--- config.mk ---
export PLATFORM = sky130hd
export DESIGN_NAME = mips_mc_control
export DESIGN_NICKNAME = d
export VERILOG_FILES = /design/src/rtl/mips_mc_control.sv
export SDC_FILE = /design/constraint.sdc
export NUM_CORES = 1
export LEC_CHECK = 0
export CAP_MARGIN = 40
export CORE_MARGIN = 10
export CORE_UTILIZATION = 31
export CTS_CLUSTER_SIZE = 30
export DETAILED_ROUTE_END_ITERATION = 16
export GPL_TIMING_DRIVEN = 0
export PLACE_DENSITY = 0.82
export SLEW_MARGIN = 10
export SYNTH_ARGS = -nofsm -noshare
export SYNTH_HDL_FRONTEND = slang
export SYNTH_SLANG_ARGS = --single-unit
--- constraint.sdc ---
create_clock -name clk -period 1.66 [get_ports clk]
set_input_delay 0.498 -clock clk [delete_from_list [all_inputs] [get_ports clk]]
set_output_delay 0.498 -clock clk [all_outputs]
set_load 0.01 [all_outputs]
--- src/rtl/mips_mc_control.sv ---
// Multicycle MIPS control unit: Moore main FSM with an ALU function decoder.
// Optional bne support is compiled in when MIPS_MC_BNE_EN is defined.
module mips_mc_control #(
  parameter bit ILLEGAL_TRAP = 1'b0
) (
  input  logic       clk,
  input  logic       rst_n,
  input  logic [5:0] Op,
  input  logic [5:0] Funct,
  input  logic       Zero,
  output logic [2:0] ALU_Control,
  output logic       ALUSrcA,
  output logic [1:0] ALUSrcB,
  output logic [1:0] PCSrc,
  output logic       PCEn,
  output logic       IorD,
  output logic       MemWrite,
  output logic       IRWrite,
  output logic       RegDst,
  output logic       MemtoReg,
  output logic       RegWrite,
  output logic       Halted,
  output logic [3:0] dbg_state
);

  typedef enum logic [3:0] {
    FETCH  = 4'd0,
    DECODE = 4'd1,
    MEMADR = 4'd2,
    MEMRD  = 4'd3,
    MEMWB  = 4'd4,
    MEMWR  = 4'd5,
    EXEC   = 4'd6,
    ALUWB  = 4'd7,
    BRANCH = 4'd8,
    ADDIEX = 4'd9,
    ADDIWB = 4'd10,
    JUMP   = 4'd11,
    HALT   = 4'd12
  } state_t;

  localparam logic [5:0] OP_RTYPE = 6'b000000;
  localparam logic [5:0] OP_LW    = 6'b100011;
  localparam logic [5:0] OP_SW    = 6'b101011;
  localparam logic [5:0] OP_BEQ   = 6'b000100;
  localparam logic [5:0] OP_BNE   = 6'b000101;
  localparam logic [5:0] OP_ADDI  = 6'b001000;
  localparam logic [5:0] OP_J     = 6'b000010;

`ifdef MIPS_MC_BNE_EN
  localparam bit BNE_EN = 1'b1;
`else
  localparam bit BNE_EN = 1'b0;
`endif

  localparam state_t ILLEGAL_NEXT = ILLEGAL_TRAP ? HALT : FETCH;

  state_t     state_q, state_d;
  logic       funct_ok;
  logic [2:0] funct_alu;

  always_comb begin
    funct_ok  = 1'b1;
    funct_alu = 3'b010;
    case (Funct)
      6'b100000: funct_alu = 3'b010;
      6'b100010: funct_alu = 3'b110;
      6'b100100: funct_alu = 3'b000;
      6'b100101: funct_alu = 3'b001;
      6'b101010: funct_alu = 3'b111;
      default:   funct_ok  = 1'b0;
    endcase
  end

  // Illegal opcodes/functs are caught in DECODE, before any write-enable state.
  always_comb begin
    state_d = FETCH;
    case (state_q)
      FETCH:  state_d = DECODE;
      DECODE: begin
        case (Op)
          OP_LW, OP_SW: state_d = MEMADR;
          OP_RTYPE:     state_d = funct_ok ? EXEC : ILLEGAL_NEXT;
          OP_BEQ:       state_d = BRANCH;
          OP_BNE:       state_d = BNE_EN ? BRANCH : ILLEGAL_NEXT;
          OP_ADDI:      state_d = ADDIEX;
          OP_J:         state_d = JUMP;
          default:      state_d = ILLEGAL_NEXT;
        endcase
      end
      MEMADR: state_d = (Op == OP_LW) ? MEMRD : MEMWR;
      MEMRD:  state_d = MEMWB;
      EXEC:   state_d = ALUWB;
      ADDIEX: state_d = ADDIWB;
      HALT:   state_d = HALT;
      default: state_d = FETCH;
    endcase
  end

  always_ff @(posedge clk or negedge rst_n) begin
    if (!rst_n) state_q <= FETCH;
    else        state_q <= state_d;
  end

  assign dbg_state = state_q;

  always_comb begin
    ALU_Control = 3'b010;
    ALUSrcA     = 1'b0;
    ALUSrcB     = 2'b00;
    PCSrc       = 2'b00;
    PCEn        = 1'b0;
    IorD        = 1'b0;
    MemWrite    = 1'b0;
    IRWrite     = 1'b0;
    RegDst      = 1'b0;
    MemtoReg    = 1'b0;
    RegWrite    = 1'b0;
    Halted      = 1'b0;
    case (state_q)
      FETCH: begin
        ALUSrcB = 2'b01;
        IRWrite = 1'b1;
        PCEn    = 1'b1;
      end
      DECODE: ALUSrcB = 2'b11;
      MEMADR, ADDIEX: begin
        ALUSrcA = 1'b1;
        ALUSrcB = 2'b10;
      end
      MEMRD: IorD = 1'b1;
      MEMWB: begin
        MemtoReg = 1'b1;
        RegWrite = 1'b1;
      end
      MEMWR: begin
        IorD     = 1'b1;
        MemWrite = 1'b1;
      end
      EXEC: begin
        ALUSrcA     = 1'b1;
        ALU_Control = funct_alu;
      end
      ALUWB: begin
        RegDst   = 1'b1;
        RegWrite = 1'b1;
      end
      // Op is still held by the IR here, so it selects beq vs bne polarity.
      BRANCH: begin
        ALUSrcA     = 1'b1;
        ALU_Control = 3'b110;
        PCSrc       = 2'b01;
        PCEn        = (BNE_EN && (Op == OP_BNE)) ? ~Zero : Zero;
      end
      ADDIWB: RegWrite = 1'b1;
      JUMP: begin
        PCSrc = 2'b10;
        PCEn  = 1'b1;
      end
      HALT: Halted = 1'b1;
      default: ;
    endcase
  end

endmodule

==> results of run 1 <==
[power by group through the flow]
stage | Sequential (mW) | Combinational, mW | Clock, mW
6_report | 0.154 | 0.938 | 0.135
5_1_grt | 0.156 | 0.994 | 0.136
4_1_cts | 0.146 | 0.803 | 0.124
3_5_place_dp | 0.160 | 0.602 | 0
3_3_place_gp | 0.158 | 0.596 | 0
2_1_floorplan | 0.164 | 0.285 | 0
[stage by stage]
step                hold WS [ps]  area [sq um]
detailed placement           642           910
floorplan                    202           549
finish                       465          1230
global placement             634           910
global route                 484          1230
CTS                          460          1110
[cell families (layout without fill, tap and decap cells)]
family	count (synthesis)	in the layout	share of synthesized area (%)
mux	2	2	3.75
compound gates	17	17	20.6
buf+inv	8	69	7.02
simple gates	41	41	45.0
xor+xnor	3	3	4.92
flops	4	4	18.7
[metal layers]
| layer | track usage, % | part of all wire (%) | wire length [um] | up-vias |
|---|---|---|---|---|
| met5 | 0 | 0 | 0 | - |
| met4 | 7.96 | 2.3 | 64 | 0 |
| met3 | 3.09 | 5.9 | 165 | 6 |
| met2 | 25.0 | 54 | 1520 | 37 |
| met1 | 14.3 | 37 | 1040 | 403 |
| li1 | - | - | - | 396 |
[worst register-to-register path, stage by stage (launching register included)]
cell and delay, ps:
dfrtp_1 400, buf_6 130, buf_6 120, buf_6 130, nor3_4 100, nand3_1 100
or4_4 580, o311ai_4 110
[cells in the mapped netlist, types with 2 or more instances]
cell	n
o21ai_0	5
xor2_1	3
nand2_1	5
a21o_1	2
and3_1	2
mux2i_1	2
dfrtp_1	4
nand3_1	3
nor3_1	3
nor4_1	2
o21bai_1	2
a21oi_1	3
or3_1	2
inv_1	4
nor2_1	11
nand2b_1	4
clkbuf_1	2
[worst paths after layout]
| path | start | endpoint | slack, ps | depth (start not counted) |
|---|---|---|---|---|
| max | dbg_state[0] | ALU_Control[1] | -550 | 4 |
| min | rst_n | dbg_state[0] | 470 | 1 |
| max reg2reg | dbg_state[3] | dbg_state[1] | -100 | 7 |
| min reg2reg | dbg_state[2] | dbg_state[0] | 790 | 2 |
| max in group asynchronous | rst_n | dbg_state[1] | 980 | 1 |
| min in group clk | dbg_state[2] | dbg_state[0] | 790 | 2 |
[layout make-up]
cell class / count / share of cell area, %
Multi-Input combinational cell: 63 / 43.1
Buffer: 2 / 2.34
Sequential cell: 4 / 8.36
Clock buffer: 3 / 1.83
Timing Repair Buffer: 60 / 41.3
Inverter: 4 / 1.43
Tap cell: 16 / 1.63
[what timing repair did]
action / CTS / global route
pin swaps: 13 / 12
resized for setup: 121 / 26
endpoints found under the setup margin: 22 / 19
hold buffers: 0 / 0
buffers inserted: 19 / 11
==> impl_results.md, run 1 <==
* Starting Density at about a third
* Max IR drop VDD at about 0.50 mV
* Gp weighted congestion at around 0.80
* First-pass GRT wire length at roughly 4000 um
* Syn Inst Count at 75
* Power Dens Cells at ~1000 nW/um^2
* CP max FO at 3
* Final hold vios at 0
* Final WS setup at -548 ps
* RSZ-0062 raised after global routing: yes
* # setup viols final at 19
* Share of cells above drive strength 1 at ~57%
* GRT Total Usage at between 10% and 20%
* Syn avg cell area at around 7 sq um
* Post-route ant nets at 0
* Slew @ Worst Pin at around 480 ps
* Psw at 554 uW
* Outcome: finished, violations left
* Fin. max-slew vios at 0
* Synth area leaders: dfrtp_1 19%, nor2_1 7.7%, xor2_1 4.9%
* Clk root buf: clkbuf_4
* Net switching fraction of the power at about 45%
* Failing checks: setup timing
* Critical Path RT at approximately 1200 ps
* Final Core Density at roughly 79%
* Number of global-route vias before repair at 865
* DR DRC count at 0
* Die outline height at 61.5 um
* DP HPWL at 1590 um
* MaxCap Viol Count at 0
* Distinct cells, synth at 33
* Die X at about 60 um
* DRC violation total after the first TritonRoute iteration at 34
* Register area share after synthesis at between 10% and 20%
* Worst skew pair latency at between 200 and 300 ps
* Fin cells at 152
* Minimum clock period at roughly 2200 ps
* CTS sink count at 4
* Full die area at between 3000 and 4000 sq um
* Clock power frac at a little over a tenth
* Internal power at about 670 uW
* Final setup TNS at -4370 ps
* Slew HR at 67.8%
* Tot Pwr at between 1 and 1.5 mW
* Highest-delay cell along the critical path: or4b_4
* PortBufs at 34
* # diodes at 0
* Clk buf depth at 2
* Drt wl/cell at 18.4 um
* Share of the synthesized area in the top cell type at a little under a fifth
* Register area at roughly 100 sq um
* Achievable Freq at 453 MHz
* Period utilization at 133%
* CP Class: reg2out
* Comb power frac at between 70% and 80%
* Multi-input logic area at 529 sq um
* Nets at 153
* Sequential Power Share at 12.6%
* Kind of start point of the critical path: flop
* Worst-path clk slew at about 50 ps
* Core Box Area at 1560 sq um
* Largest register FFs at 4
* TritonCTS Buffers at 3
* Crit-path max cell delay at about 530 ps
* Area grow syn2layout at 130%
* Largest net degree at the start of global routing at 11
* Drt pass-1 iters at 4
* Synth Register Bits at 4
* Clock skew at about 12 ps
* Most frequent cells in the layout: 17 x buf_6, 14 x buf_2, 12 x dlygate4sd2_1, 12 x buf_4, 10 x nor2_1
* Crit. End Element: output port
* Initial antenna violation count at 0
* Crit path buffers/inverters at 1
* Global route overflow at 0
* Synthesis Warnings at 0
* Main synth FF type: dfrtp_1
* Post-place setup slack at -1040 ps
* Post-Syn Area at between 500 and 600 sq um
* Worst EP arrival at roughly 1700 ps
* Ports at 35
* Post-synth ARST share at 100%
* Syn_nets at 90
* HP Class: in2async
* Pleak at between 0.5 and 0.6 nW
* Vias at 842
* Row Count at 14
* EDFF count, synth at 0
* Placed cell count at approximately 130
* Crit path max-delay family: simple AND/OR/NAND/NOR gates
* CTS tree: built
* Most common cell after layout, fill and taps aside: buf_6
* Fill cell count at 110
* Crit-path cells: nand2b_4 -> or4b_4 -> or2_4 -> buf_6
* Htree depth at 1
* Area leader, netlist: dfrtp_1
* Via/cell ratio at between 5 and 6
* Drt total wl at 2800 um
No activity file was read; power rests on OpenSTA's default activity.
==> inputs of run 2 (changes only) <==
- CELL_PAD_IN_SITES_DETAIL_PLACEMENT: default -> 2
- CELL_PAD_IN_SITES_GLOBAL_PLACEMENT: default -> 2
- CORE_UTILIZATION: 31 -> 17
- MAX_ROUTING_LAYER: default -> met4
- PLACE_DENSITY: 0.82 -> 0.85
- clock period: 1.66 -> 2.15 ns (I/O delays scaled with it)
==> run 2 against run 1 <==
- the run still ends with setup timing left
- sequential cell count is the same
- critical path type unchanged
- global-route usage decreased by 4.7 points
- die area is 53% higher
- utilization down 46 points
- sequential share of layout area grew 1.9 points
- final area is 18% lower
- highest routed layer unchanged
- combinational power decreased by 44%
- via count fell by 12%
==> impl_results.md, run 2 (synthesized netlist as in run 1, its figures left out) <==
* Outcome: finished, violations left
* Failing checks: setup timing
* Htree depth at 1
* Row Count at 20
* Placement Cell Area at just over 900 sq um
* Gp weighted congestion at 0.776
* Post-place setup slack at -887 ps
* GRT Total Usage at under 10%
* Clk root buf: clkbuf_4
* Drt pass-1 iters at 4
* Full die area at 5790 sq um
* Max IR drop VDD at roughly 0.16 mV
* DR DRC count at 0
* Fill cell count at 369
* Kind of start point of the critical path: flop
* First-pass GRT wire length at approximately 4300 um
* Ports at 35
* Pleak at approximately 0.47 nW
* Power Dens Cells at 741 nW/um^2
* Clock skew at approximately 3.1 ps
* Die outline height at between 70 and 80 um
* Drt total wl at between 2000 and 3000 um
* Die X at ~76 um
* Final hold vios at 0
* Number of global-route vias before repair at 860
* Reg2Reg Depth at 6
* RSZ-0062 raised after global routing: yes
* Register area at 103 sq um
* Slew @ Worst Pin at about 450 ps
* Multi-input logic area at around 430 sq um
* Slew HR at between 60% and 70%
* Crit-path max cell delay at between 500 and 600 ps
* Share of cells above drive strength 1 at 37.2%
* CTS sink count at 4
* Vias at around 750
* Worst-path clk slew at around 40 ps
* PortBufs at 34
* Via/cell ratio at 4.52
* Critical Path RT at about 1500 ps
* Crit. Startpoint: dbg_state[0]
* Crit-path cells: nand2b_4 -> or4b_4 -> or2_1 -> buf_2
* Worst EP arrival at approximately 1700 ps
* Largest net degree at the start of global routing at 11
* Post-route ant nets at 0
* Initial antenna violation count at 0
* Clk buf depth at 2
* Starting Density at roughly 18%
* Area grow syn2layout at 87.4%
* MaxCap Viol Count at 0
* Crit. End Element: output port
* Worst skew pair latency at ~240 ps
* # setup viols final at 3
* Achievable Freq at 420 MHz
* Fin. max-slew vios at 0
* CP Class: reg2out
* Largest register FFs at 4
* CTS tree: built
* Worst reg2reg path startpoint: dbg_state[3]
* Final Cell Area at 1000 sq um
* DP HPWL at between 1500 and 2000 um
* CP max FO at 3
* HP Class: in2async
* Highest-delay cell along the critical path: or4b_4
* Final WS setup at -231 ps
* Most frequent cells in the layout: 11 x nor2_1, 11 x clkdlybuf4s50_1, 10 x buf_4, 8 x clkbuf_2, 7 x buf_2
* Drt wl/cell at ~17 um
* Reg2reg setup slack at 510 ps
* Core Box Area at between 3000 and 4000 sq um
* Period utilization at 111%
* TritonCTS Buffers at 3
* DRC violation total after the first TritonRoute iteration at 55
* # diodes at 0
* Global route overflow at 0
* Minimum clock period at about 2400 ps
* Nets at 138
* RR Endpoint: dbg_state[1]
## run 2: layout make-up
cell class	instances	area share, %
well taps	44	5.50
repair buffers	43	33.1
multi-input cells	63	42.7
flip-flops and latches	4	10.2
clock buffers	3	2.25
plain buffers	4	4.63
inverters	4	1.50
## run 2: what timing repair did
| item | CTS | global route |
|---|---|---|
| endpoints found under the setup margin | 16 | 11 |
| buffers inserted | 6 | 3 |
| resized for setup | 61 | 26 |
| endpoints found under the hold margin | 0 | 0 |
| hold buffers | 0 | 0 |
| pin swaps | 6 | 3 |
## run 2: how the worst max path moves through the flow
stage / end / slack [ps] / depth (start not counted)
6_report: ALU_Control[1] / -230 / 4
3_5_place_dp: ALU_Control[0] / -890 / 6
2_1_floorplan: ALU_Control[1] / 60 / 2
4_1_cts: ALU_Control[1] / -220 / 4
5_1_grt: ALU_Control[1] / -270 / 4
3_3_place_gp: ALU_Control[1] / -830 / 4
## run 2: worst max-delay path, delay by kind of cell, from the launching register on
kind                   cells  cell delay [ps]
and+or+nand+nor            3              940
buffers and inverters      1              140
DFF                        1              410
## run 2: layer usage
metal	track usage [%]	wire, um
met5	-	0
met2	15.8	1460
met1	10.6	1250
met4	2.79	14
met3	1.18	43
## run 2: metrics by stage
step	cells	power [mW]	hold slack (ps)	setup TNS (ps)	utilization (%)
2_1_floorplan	75	0.334	349	0	-
6_report	165	0.741	601	-455	33.1
3_3_place_gp	153	0.580	621	-3700	30.7
5_1_grt	165	0.819	594	-640	33.1
3_5_place_dp	153	0.593	636	-4080	30.7
4_1_cts	162	0.721	602	-453	32.5
## run 2: power by group
group          total [mW]  internal [mW]  switching, mW
clock network      0.0984         0.0628         0.0357
registers           0.120         0.0954         0.0248
logic               0.523          0.253          0.269
total               0.741          0.411          0.330
